File: src/rtl/bcd_scan_display.sv
// bcd_scan_display
// Drives a 4-digit, common-anode, multiplexed 7-segment display from four
// BCD digits produced by a cascaded decade-counter chain.
//
// Ports:
//   clk          system clock, all state updates on the rising edge
//   reset        synchronous, active-low reset
//   digits       four BCD digits, [3:0] = digit0 (LSD) ... [15:12] = digit3 (MSD)
//   blank_en     1 = suppress leading zeros on digits 3..1
//   an           active-low digit enables, an[i] drives digit i
//   seg          active-low segments, bit order {g,f,e,d,c,b,a}
//   frame_start  one-cycle pulse on each edge that snapshots digits
//
// SCAN_DIV sets how many clk cycles each digit slot stays lit (>= 1).

module bcd_scan_display #(
   parameter int SCAN_DIV = 100000
) (
   input  logic        clk,
   input  logic        reset,
   input  logic [15:0] digits,
   input  logic        blank_en,
   output logic [3:0]  an,
   output logic [6:0]  seg,
   output logic        frame_start
);

   // A divider of 1 still needs a one-bit counter that simply stays at zero.
   localparam int CNT_W = (SCAN_DIV > 1) ? $clog2(SCAN_DIV) : 1;

   logic [CNT_W-1:0] cnt_q, cnt_d;
   logic [1:0]       idx_q, idx_d;
   logic [15:0]      shadow_q, shadow_d;
   logic [3:0]       an_q, an_d;
   logic [6:0]       seg_q, seg_d;
   logic             frame_start_q, frame_start_d;

   logic             tick;
   logic             snap;
   logic [3:0]       cur_digit;
   logic [6:0]       cur_seg;
   logic             lz3, lz2, lz1;
   logic             blank_slot;

   // Prescaler, scan index and the per-frame snapshot. Digits are only
   // captured as the last slot finishes, so a carry rippling through the
   // counter chain mid-frame never shows up as a torn reading.
   always_comb begin
      tick          = (cnt_q == CNT_W'(SCAN_DIV - 1));
      snap          = tick && (idx_q == 2'd3);
      cnt_d         = tick ? '0 : cnt_q + CNT_W'(1);
      idx_d         = tick ? idx_q + 2'd1 : idx_q;
      shadow_d      = snap ? digits : shadow_q;
      frame_start_d = snap;
   end

   // Select the digit of the current slot from the snapshot.
   always_comb begin
      cur_digit = shadow_q[3:0];
      case (idx_q)
         2'd0: cur_digit = shadow_q[3:0];
         2'd1: cur_digit = shadow_q[7:4];
         2'd2: cur_digit = shadow_q[11:8];
         2'd3: cur_digit = shadow_q[15:12];
         default: cur_digit = shadow_q[3:0];
      endcase
   end

   // Active-low gfedcba decode; any non-BCD code shows a dash.
   always_comb begin
      cur_seg = 7'b0111111;
      case (cur_digit)
         4'd0: cur_seg = 7'b1000000;
         4'd1: cur_seg = 7'b1111001;
         4'd2: cur_seg = 7'b0100100;
         4'd3: cur_seg = 7'b0110000;
         4'd4: cur_seg = 7'b0011001;
         4'd5: cur_seg = 7'b0010010;
         4'd6: cur_seg = 7'b0000010;
         4'd7: cur_seg = 7'b1111000;
         4'd8: cur_seg = 7'b0000000;
         4'd9: cur_seg = 7'b0010000;
         default: cur_seg = 7'b0111111;
      endcase
   end

   // Leading-zero blanking works from the snapshot but honours blank_en live.
   // Invalid codes are nonzero, so a dash stops the blanking run.
   always_comb begin
      lz3        = (shadow_q[15:12] == 4'd0);
      lz2        = lz3 && (shadow_q[11:8] == 4'd0);
      lz1        = lz2 && (shadow_q[7:4] == 4'd0);
      blank_slot = 1'b0;
      case (idx_q)
         2'd3: blank_slot = lz3;
         2'd2: blank_slot = lz2;
         2'd1: blank_slot = lz1;
         default: blank_slot = 1'b0;
      endcase
      blank_slot = blank_slot && blank_en;
   end

   // Registered output stage, one cycle behind the scan index.
   always_comb begin
      an_d  = 4'b1111;
      seg_d = 7'b1111111;
      if (!blank_slot) begin
         an_d  = ~(4'b0001 << idx_q);
         seg_d = cur_seg;
      end
   end

   // State registers; reset wins over every other update.
   always_ff @(posedge clk) begin
      if (!reset) begin
         cnt_q         <= '0;
         idx_q         <= 2'd0;
         shadow_q      <= 16'h0000;
         an_q          <= 4'b1111;
         seg_q         <= 7'b1111111;
         frame_start_q <= 1'b0;
      end else begin
         cnt_q         <= cnt_d;
         idx_q         <= idx_d;
         shadow_q      <= shadow_d;
         an_q          <= an_d;
         seg_q         <= seg_d;
         frame_start_q <= frame_start_d;
      end
   end

   assign an          = an_q;
   assign seg         = seg_q;
   assign frame_start = frame_start_q;

endmodule

File: config.mk
export PLATFORM = sky130hd
export DESIGN_NAME = bcd_scan_display
export DESIGN_NICKNAME = d
export VERILOG_FILES = /design/src/rtl/bcd_scan_display.sv
export SDC_FILE = /design/constraint.sdc
export NUM_CORES = 1
export LEC_CHECK = 0
export BUFFER_PORTS_ARGS = -buffer_cell sky130_fd_sc_hd__buf_2
export CAP_MARGIN = 20
export CORE_ASPECT_RATIO = 1.25
export CORE_MARGIN = 2
export CORE_UTILIZATION = 56
export CTS_CLUSTER_DIAMETER = 50
export CTS_CLUSTER_SIZE = 30
export DETAILED_ROUTE_END_ITERATION = 10
export PLACE_DENSITY = 0.78
export REMOVE_ABC_BUFFERS = 1
export SYNTH_ARGS = -nofsm -noshare
export SYNTH_HDL_FRONTEND = slang
export SYNTH_SLANG_ARGS = --single-unit
File: constraint.sdc
create_clock -name clk -period 2.25 [get_ports clk]
set_input_delay 0.1125 -clock clk [delete_from_list [all_inputs] [get_ports clk]]
set_output_delay 0.1125 -clock clk [all_outputs]
set_load 0.1 [all_outputs]
==> impl_metrics.json, run 1 <==
{
  "synthMostInstantiatedCell": "dfxtp_1",
  "worst-r2r-cell-count": 8,
  "share_seq_of_total_power": 0.563,
  "post_synthesis_instance_area_um2": 2172,
  "wirelength_routed_um": 3942,
  "seq_area_frac_synth": 0.4332,
  "power_density_nw_per_um2": 614.1,
  "tritoncts": "done",
  "setup.worst_path.end_class": "register",
  "global_route.overflow_total": 0,
  "layout_min_cycle_time_ns": 2.058,
  "max_freq_ghz": 0.4859,
  "worstPathMaxFanout": 6,
  "netlist_top_cells_area": "dfxtp_1, mux2i_1, nand2_1",
  "detailedRoute.firstPassIterationCount": 4,
  "n_antenna_cell": 0,
  "multi_input_gate_area_in_the_final_layout_um2": 1151,
  "port-buffer-count": 30,
  "routed_length_on_met3_um": 155,
  "total_switching_power_mw": 0.3536,
  "ys.flop_type": "dfxtp_1",
  "ys_ff_latch": 47,
  "synthDominantAreaCellType": "dfxtp_1",
  "portion_of_total_power_attributed_to_combinational_logic": 0.074,
  "layout.cells.non_filler": 306,
  "detailed_place_hpwl_um": 2906,
  "synth_async_sr_flop_share": 0,
  "clock_path_buffers": 2,
  "grt_pass1_wl_um": 6789,
  "drv_slew": 0,
  "grt_usage": 0.2043,
  "htree_num_levels": 2,
  "netlist_top_cells_count": "dfxtp_1, nand2_1, mux2i_1",
  "cpPeakStageDelay_ns": 0.38,
  "timing_hold_violations_final": 0,
  "overall_die_width_um": 59.71,
  "drive_gt1_frac": 0.1767,
  "timing_worst_slew_pin_value_ns": 0.4851,
  "routed_wire_length_per_instance_um": 12.88,
  "pwr-share-clk": 0.363,
  "finalSetupViolCount": 0,
  "hold_wc_path_type": "primary input to register",
  "fp.dieArea_um2": 4396,
  "skew_ns": 0.005807,
  "route.met2.wl_um": 2046,
  "dp.cells": 298,
  "startpoint_type": "register",
  "num_rows": 25,
  "timing.final.crit_share": 0.9147,
  "cts_root_buf": "clkbuf_8",
  "post_cts_buffers": 0,
  "dpl_worst_slack_ns": 0.1234,
  "die_height_um": 73.63,
  "clock_insertion_delay_worst_skew_ns": 0.30,
  "outcome": "finished, final reports clean",
  "max_cap_violations": 0,
  "cp_slowest_cell": "dfxtp_1",
  "drt-vias-per-instance": 5.536,
  "clkTransAtPathRegs_ns": 0.08,
  "critical_path.cell_chain": "inv_1 -> ha_1 -> a222oi_1 -> mux2_2 -> inv_1 -> ha_1 -> nor3_1 -> o21ai_0",
  "synth-warning-count": 0,
  "relSlewSlack": 0.6789,
  "residual_drc_count": 0,
  "seqCellArea_um2": 940.9,
  "route.antenna.remaining_nets": 0,
  "fin_setup_tns_ns": 0,
  "critPathRequiredTime_ns": 2.42,
  "dr_total_vias": 1694,
  "sink_count": 47,
  "vdd_ir_drop_max_mv": 0.3833,
  "hold_slack_ns": 0.04625,
  "grt_pass1_vias": 1581,
  "setup.worst_path.class": "register to register",
  "filler_cell_count": 313,
  "edff_count_synth": 0,
  "internal_power_mw": 1.150,
  "synthDominantCellAreaShare": 0.4332,
  "synth_cells": 235,
  "hold_path_depth": 3,
  "grt_max_degree": 23,
  "area_growth_pct": 12.73,
  "met1_length_um": 1676,
  "highest_routed_metal_layer": "met4",
  "syn_avg_cell_area_um2": 9.243,
  "cell_area_after_layout_um2": 2449,
  "drt-initial-drc-count": 67,
  "floorplan.core_area_um2": 3754,
  "floorplan.initialDensity": 0.5787,
  "finalPower_mw": 1.504,
  "postLayoutSetupSlackWorst_ns": 0.1918,
  "grt_setup_unrepaired": "false",
  "critical_path_depth": 8,
  "placed_area_um2": 2341,
  "power.static_leakage_nw": 1.087,
  "path_delay_family": "adder cells",
  "final_util": 0.6523,
  "antenna_found_initial": 0,
  "synth.distinct_cells": 38,
  "routabilityCongestion": 0.8103,
  "tritoncts.num_buffers": 5,
  "cp_data_arrival_time_ns": 2.23,
  "netSwitchingFraction": 0.2351,
  "wp_buf_inv": 2,
  "finalNetCount": 293,
  "design.portCount": 31
}
power groups by stage:
stage	combinational [mW]	clock [mW]	sequential, mW
2_1_floorplan	0.0231	0	0.917
3_3_place_gp	0.110	0	0.866
3_5_place_dp	0.112	0	0.867
4_1_cts	0.112	0.567	0.847
5_1_grt	0.120	0.594	0.849
6_report	0.111	0.546	0.847
routing by layer:
layer | track usage | vias to the layer above
li1 | - | 886
met1 | 0.2172 | 772
met2 | 0.3720 | 30
met3 | 0.05458 | 6
met4 | 0.08148 | 0
met5 | 0 | -
cells in the final DEF (no fill, tap or decap), types with 7 or more instances in the layout:
master / instances
inv_1: 10
xor2_1: 8
nor2_1: 11
buf_2: 30
nand2_1: 40
nand4_1: 10
ha_1: 9
dfxtp_1: 47
clkbuf_8: 7
nand3_1: 9
mux2i_1: 19
area by class of cell:
class	count	area share
clock buffers	7	0.03935
multi-input cells	169	0.4701
well taps	40	0.02044
inverters	10	0.01533
repair buffers	32	0.06745
clock inverters	1	0.003066
flip-flops and latches	47	0.3843
sequential cells by signal, indices dropped and copies added (netlist names):
signal / count
cnt_q: 17
shadow_q: 16
seg: 7
an: 4
idx_q: 2
frame_start: 1
worst paths after layout:
kind	endpoint	start	slack, ns
setup / recovery	seg[5]	idx_q[1]	0.19
setup reg to reg	seg[5]	idx_q[1]	0.19
hold / removal	shadow_q[15]	digits[15]	0.05
hold reg to reg	cnt_q[0]	cnt_q[0]	0.44
timing repair:
| item | in CTS | in global routing |
|---|---|---|
| resized for setup | 0 | 2 |
| hold buffers | 0 | 0 |
| setup endpoints to repair | 0 | 5 |
tightest hold or removal path, cell delays in order:
cell     delay [ns]
buf_2          0.09
nand2_1        0.04
mux2i_1        0.05
cells by family (layout without fill, tap and decap cells):
| kind of cell | Yosys count | after routing | synth area share |
|---|---|---|---|
| XOR/XNOR | 12 | 12 | 0.04839 |
| flip-flops | 47 | 47 | 0.4332 |
| AO/OA/AOI/OAI | 26 | 26 | 0.08122 |
| AND/OR/NAND/NOR | 101 | 101 | 0.2488 |
| adder cells (fa/ha/maj) | 9 | 9 | 0.05184 |
| buffers and inverters | 19 | 50 | 0.03859 |
| multiplexers | 21 | 21 | 0.09792 |
No activity file was read; power rests on OpenSTA's default activity.
==> run 2, diff against run 1 <==
- ABC_AREA: not set -> 1
- CORE_UTILIZATION: 56 -> 57
- HOLD_SLACK_MARGIN: not set -> 0.02
- MAX_ROUTING_LAYER: not set -> met4
- PLACE_DENSITY: 0.78 -> 0.79
==> run 2 against run 1 <==
  * Sequential share of layout area fell by 3.0 points
  * Clock-buffer cell count fell by 1
  * Worst hold slack improved by 0.085 ns
  * Area after synthesis rose by 7.9%
  * Via count rose by 26%
  * Combinational power barely moved
  * Clock skew rose by 0.0063 ns
  * First-iteration DRC count rose by 58%
  * Non-clock buffer count rose by 1
  * Clock power rose by 16%
  * Cell count rose by 39%
  * Largest cell class unchanged
  * Largest power group unchanged
==> impl_metrics.json, run 2 <==
{
  "fp.dieArea_um2": 4644,
  "tritoncts": "done",
  "cp_slowest_cell": "dfxtp_1",
  "routabilityCongestion": 0.8466,
  "seq_area_frac_synth": 0.4015,
  "floorplan.initialDensity": 0.5810,
  "r2r_slack_ns": 0.35,
  "synth.distinct_cells": 30,
  "total_switching_power_mw": 0.3602,
  "dp.cells": 416,
  "finalSetupViolCount": 0,
  "grt_setup_unrepaired": "false",
  "grt_max_degree": 22,
  "synth-warning-count": 0,
  "die_height_um": 75.69,
  "most-common-layout-cells": "nand2_1, nor2_1, dfxtp_1, inv_1, buf_2",
  "sink_count": 47,
  "critical_path.cell_chain": "inv_1 -> ha_1 -> nand2_1 -> nand2_1 -> nor2_1 -> nor2_1 -> inv_1 -> ha_1 -> o21ai_0 -> nand2_1 -> nand2_1",
  "portion_of_total_power_attributed_to_combinational_logic": 0.068,
  "vdd_ir_drop_max_mv": 0.3552,
  "drt-initial-drc-count": 106,
  "most_common_library_cell_in_the_layout_ignoring_fill_and_taps": "nand2_1",
  "detailedRoute.firstPassIterationCount": 4,
  "synth_cells": 335,
  "hold_wc_path_type": "primary input to register",
  "largest-register": "cnt_q",
  "timing_worst_slew_pin_value_ns": 0.6386,
  "residual_drc_count": 0,
  "hold_buffers": 0,
  "setup.worst_path.class": "register to register",
  "design.portCount": 31,
  "grt_pass1_wl_um": 8086,
  "cpMostUsedCell": "nand2_1",
  "critPathRequiredTime_ns": 2.50,
  "antenna_found_initial": 0,
  "share_seq_of_total_power": 0.533,
  "netSwitchingFraction": 0.2268,
  "netlist_top_cells_count": "nand2_1, nor2_1, dfxtp_1",
  "max_freq_ghz": 0.5270,
  "max_cap_violations": 0,
  "overall_die_width_um": 61.35,
  "grt_pass1_vias": 1958,
  "drv_slew": 0,
  "post_synthesis_instance_area_um2": 2343,
  "postCtsResizedCells": 0,
  "num_rows": 26,
  "detailed_place_hpwl_um": 3596,
  "startpoint_type": "register",
  "cpPeakStageDelay_ns": 0.34,
  "layout_min_cycle_time_ns": 1.898,
  "internal_power_mw": 1.228,
  "tritoncts.num_buffers": 5,
  "final_util": 0.6585,
  "layout.cells.non_filler": 424,
  "pwr-share-clk": 0.399,
  "clock_path_buffers": 2,
  "setup.worst_path.end_class": "register",
  "ys_ff_latch": 47,
  "area_growth_pct": 13.35,
  "largest_reg_flops": 17,
  "synthDominantAreaCellType": "dfxtp_1",
  "fin_setup_tns_ns": 0,
  "timing.final.crit_share": 0.8434,
  "cp_data_arrival_time_ns": 2.15,
  "syn_avg_cell_area_um2": 6.996,
  "global_route.overflow_total": 0,
  "post_cts_buffers": 0,
  "outcome": "finished, final reports clean",
  "drive_gt1_frac": 0.1603,
  "synthMostInstantiatedCell": "nand2_1",
  "clock_insertion_delay_worst_skew_ns": 0.30,
  "routed_wire_length_per_instance_um": 11.14,
  "drt-vias-per-instance": 5.017,
  "port-buffer-count": 30,
  "clkTransAtPathRegs_ns": 0.09,
  "grt_usage": 0.2378,
  "floorplan.core_area_um2": 4034,
  "synthDominantCellAreaShare": 0.4015,
  "edff_count_synth": 0,
  "route.antenna.remaining_nets": 0,
  "n_antenna_cell": 0,
  "power.static_leakage_nw": 1.180,
  "worstPathMaxFanout": 6,
  "cts_root_buf": "clkbuf_8",
  "htree_num_levels": 2,
  "wirelength_routed_um": 4723,
  "ys.flop_type": "dfxtp_1",
  "power_density_nw_per_um2": 597.9,
  "netlist_top_cells_area": "dfxtp_1, nand2_1, nor2_1",
  "skew_ns": 0.01213,
  "synth_async_sr_flop_share": 0,
  "finalNetCount": 395,
  "dr_total_vias": 2127,
  "relSlewSlack": 0.5698,
  "timing_hold_violations_final": 0
}
==> run 2: cell families (layout without fill, tap and decap cells) <==
logic type | after synthesis | count (layout) | synth area share
DFF | 47 | 47 | 0.4015
adders and majority gates | 9 | 9 | 0.04805
buffers and inverters | 49 | 82 | 0.08596
and+or+nand+nor | 205 | 205 | 0.3988
xor gates and xnor gates | 7 | 7 | 0.02616
AOI/OAI and AO/OA | 18 | 18 | 0.03951
==> run 2: worst max-delay path, delay by kind of cell, from the launching register on <==
family,cells,cell delay (ns)
DFF,1,0.34
and+or+nand+nor,6,0.50
buffers and inverters,2,0.26
adders and majority gates,2,0.57
AOI/OAI and AO/OA,1,0.16
==> run 2: through the flow <==
step	power, mW	hold WS (ns)	worst slack, ns	area [µm²]
2_1_floorplan	0.9424	0.2331	0.3565	2296
3_3_place_gp	0.9733	0.4280	0.4780	2539
3_5_place_dp	0.9752	0.4405	0.4073	2539
4_1_cts	1.598	0.1313	0.3510	2656
5_1_grt	1.638	0.1528	0.09874	2656
6_report	1.588	0.1313	0.3525	2656
==> run 2: power by group through the flow <==
stage | clock (mW) | combinational (mW) | sequential, mW
2_1_floorplan | 0 | 0.0271 | 0.915
3_3_place_gp | 0 | 0.108 | 0.866
3_5_place_dp | 0 | 0.109 | 0.866
4_1_cts | 0.643 | 0.109 | 0.847
5_1_grt | 0.671 | 0.119 | 0.848
6_report | 0.634 | 0.108 | 0.846
==> run 2: routing by layer <==
| metal | vias up | track usage | wire length [µm] |
|---|---|---|---|
| met5 | - | - | 0 |
| met4 | 0 | 0.08274 | 95 |
| met3 | 10 | 0.04924 | 133 |
| met2 | 31 | 0.4291 | 2505 |
| met1 | 968 | 0.2534 | 1988 |
| li1 | 1118 | - | - |
==> run 2: worst paths after layout <==
check	from	to	cells after the start
min reg2reg	cnt_q[0]	cnt_q[0]	1
max reg2reg	idx_q[0]	seg[3]	11
max	idx_q[0]	seg[3]	11
min	digits[4]	shadow_q[4]	5
==> run 2: area by class of cell <==
| class | instances | area [µm²] |
|---|---|---|
| multi-input combinational | 239 | 1201 |
| fill | 383 | 1378 |
| clock inverter | 2 | 35.03 |
| inverter | 41 | 153.9 |
| clock buffer | 6 | 82.58 |
| timing repair buffer | 33 | 172.7 |
| tap | 56 | 70.07 |
| sequential | 47 | 940.9 |
==> run 3, diff against run 2 <==
- CORE_UTILIZATION: 57 -> 51
- PLACE_DENSITY: 0.79 -> 0.75
- clock period: 2.25 -> 1.7 ns (I/O delays scaled with it)
==> run 3 against run 2 <==
  * Worst hold slack worse by 0.042 ns
  * Sequential share of layout area is 2.7 points lower
  * Clock skew is 0.0077 ns lower
  * Clock-buffer cell count is the same
  * Highest routed layer unchanged
==> impl_metrics.json, run 3 (synthesis results as in run 2) <==
{
  "detailedRoute.firstPassIterationCount": 4,
  "clock_path_buffers": 2,
  "drt-vias-per-instance": 4.987,
  "skew_ns": 0.004480,
  "hold_wc_path_type": "primary input to register",
  "fin_setup_tns_ns": 0,
  "most_common_library_cell_in_the_layout_ignoring_fill_and_taps": "nand2_1",
  "cp_slowest_cell": "dfxtp_4",
  "crit_path_start": "idx_q[0]",
  "port-buffer-count": 30,
  "detailed_place_hpwl_um": 3565,
  "grt_setup_unrepaired": "true",
  "drive_gt1_frac": 0.2552,
  "r2r-end": "seg[5]",
  "critPathRequiredTime_ns": 1.89,
  "die_height_um": 79.79,
  "grt_pass1_vias": 2020,
  "relSlewSlack": 0.6794,
  "hold-path-endpoint": "shadow_q[0]",
  "source_of_the_worst_hold_timing_path": "digits[0]",
  "timing_hold_violations_final": 0,
  "cpPeakStageDelay_ns": 0.39,
  "clock_insertion_delay_worst_skew_ns": 0.30,
  "area_growth_pct": 23.60,
  "final_util": 0.6545,
  "critical_path.cell_chain": "inv_4 -> ha_4 -> nand2_1 -> nand2_1 -> nor2_2 -> nor2_2 -> buf_4 -> ha_1 -> o21ai_2 -> inv_1 -> nand2_1 -> nand2_1",
  "grt_usage": 0.2065,
  "layout_min_cycle_time_ns": 1.669,
  "max_freq_ghz": 0.5992,
  "n_antenna_cell": 0,
  "timing.final.crit_share": 0.9817,
  "dr_total_vias": 2224,
  "timing_worst_slew_pin_value_ns": 0.4843,
  "global_route.overflow_total": 0,
  "overall_die_width_um": 64.63,
  "finalNetCount": 415,
  "cts_root_buf": "clkbuf_8",
  "routabilityCongestion": 0.8313,
  "outcome": "finished, final reports clean",
  "setup.worst_path.class": "register to register",
  "drt-initial-drc-count": 98,
  "worst-r2r-cell-count": 12,
  "route.antenna.remaining_nets": 0,
  "cpMostUsedCell": "nand2_1",
  "largest_reg_flops": 17,
  "fp.dieArea_um2": 5157,
  "tritoncts.num_buffers": 5,
  "setup.worst_path.end_class": "register",
  "most-common-layout-cells": "nand2_1, nor2_1, dfxtp_1, inv_1, buf_2",
  "critical_path.reg2reg.startpoint": "idx_q[0]",
  "clkTransAtPathRegs_ns": 0.09,
  "power_density_nw_per_um2": 682.1,
  "filler_cell_count": 397,
  "grt_max_degree": 22,
  "cp_data_arrival_time_ns": 1.86,
  "wirelength_routed_um": 4930,
  "antenna_found_initial": 0,
  "htree_num_levels": 2,
  "r2r_slack_ns": 0.03,
  "hold_path_depth": 5,
  "max_cap_violations": 0,
  "routed_wire_length_per_instance_um": 11.05,
  "startpoint_type": "register",
  "design.portCount": 31,
  "tritoncts": "done",
  "finalSetupViolCount": 0,
  "finalPower_mw": 1.976,
  "power.static_leakage_nw": 1.275,
  "layout.cells.non_filler": 446,
  "drv_slew": 0,
  "grt_pass1_wl_um": 8245,
  "num_rows": 27,
  "residual_drc_count": 0,
  "floorplan.initialDensity": 0.5295,
  "sink_count": 47,
  "floorplan.core_area_um2": 4425,
  "dp.cells": 430,
  "worstPathMaxFanout": 5,
  "largest-register": "cnt_q",
  "vdd_ir_drop_max_mv": 0.5195
}
==> run 3: cell types whose count changed in the layout (fill, tap and decap cells not counted), moves of 3 or more <==
cell     previous run  this run
o21ai_0             6         3
inv_4               0         3
ha_4                0         3
buf_4               3        21
o21ai_2             0         3
inv_1              38        33
ha_1                9         4
==> run 3: area by class of cell <==
class	instances	area [µm²]	share of cell area
Sequential cell	47	948.4	0.3274
Timing Repair Buffer	53	339.1	0.1171
Clock buffer	6	82.58	0.02851
Clock inverter	2	16.27	0.005616
Inverter	41	161.4	0.05572
Multi-Input combinational cell	239	1276	0.4406
Tap cell	58	72.57	0.02505
==> run 3: worst max-delay path by stage <==
| stage | endpoint | slack, ns | cells after the start |
|---|---|---|---|
| final | seg[5] | 0.03 | 12 |
| after global routing | seg[5] | -0.05 | 12 |
| after CTS | seg[4] | 0.007 | 13 |
| after detailed placement | seg[5] | -0.10 | 11 |
| after global placement | seg[4] | -0.04 | 13 |
| after floorplan | seg[3] | -0.19 | 10 |
==> run 3: metal layers <==
| layer | GRT usage | part of all wire |
|---|---|---|
| met2 | 0.3906 | 0.53 |
| met5 | - | 0 |
| met3 | 0.05219 | 0.031 |
| met1 | 0.2097 | 0.43 |
| met4 | 0.05532 | 0.011 |
==> run 3: through the flow <==
stage	hold slack, ns	worst slack [ns]	cell area [µm²]
6_report	0.08914	0.03103	2897
5_1_grt	0.1143	-0.05231	2897
4_1_cts	0.09269	0.007159	2746
3_5_place_dp	0.4127	-0.1036	2631
3_3_place_gp	0.4013	-0.04208	2631
2_1_floorplan	0.2056	-0.1936	2296
==> run 3: repair_timing <==
action / in CTS / in global routing
pin swaps: 1 / 11
gates resized for setup: 9 / 24
setup endpoints to repair: 7 / 9
hold endpoints to repair: 0 / 0
setup buffers: 0 / 8
hold buffers: 0 / 0
==> run 3: power breakdown <==
group / switching [mW] / internal, mW / total, mW
combinational: 0.108 / 0.0368 / 0.145
clock: 0.382 / 0.332 / 0.714
sequential: 0.00514 / 1.11 / 1.12
==> run 3: worst max-delay path: cells and delay by family (launching register included) <==
kind,cells,cell delay [ns]
and+or+nand+nor,6,0.41
adders and majority gates,2,0.36
DFF,1,0.39
buffers and inverters,3,0.26
AOI/OAI and AO/OA,1,0.14
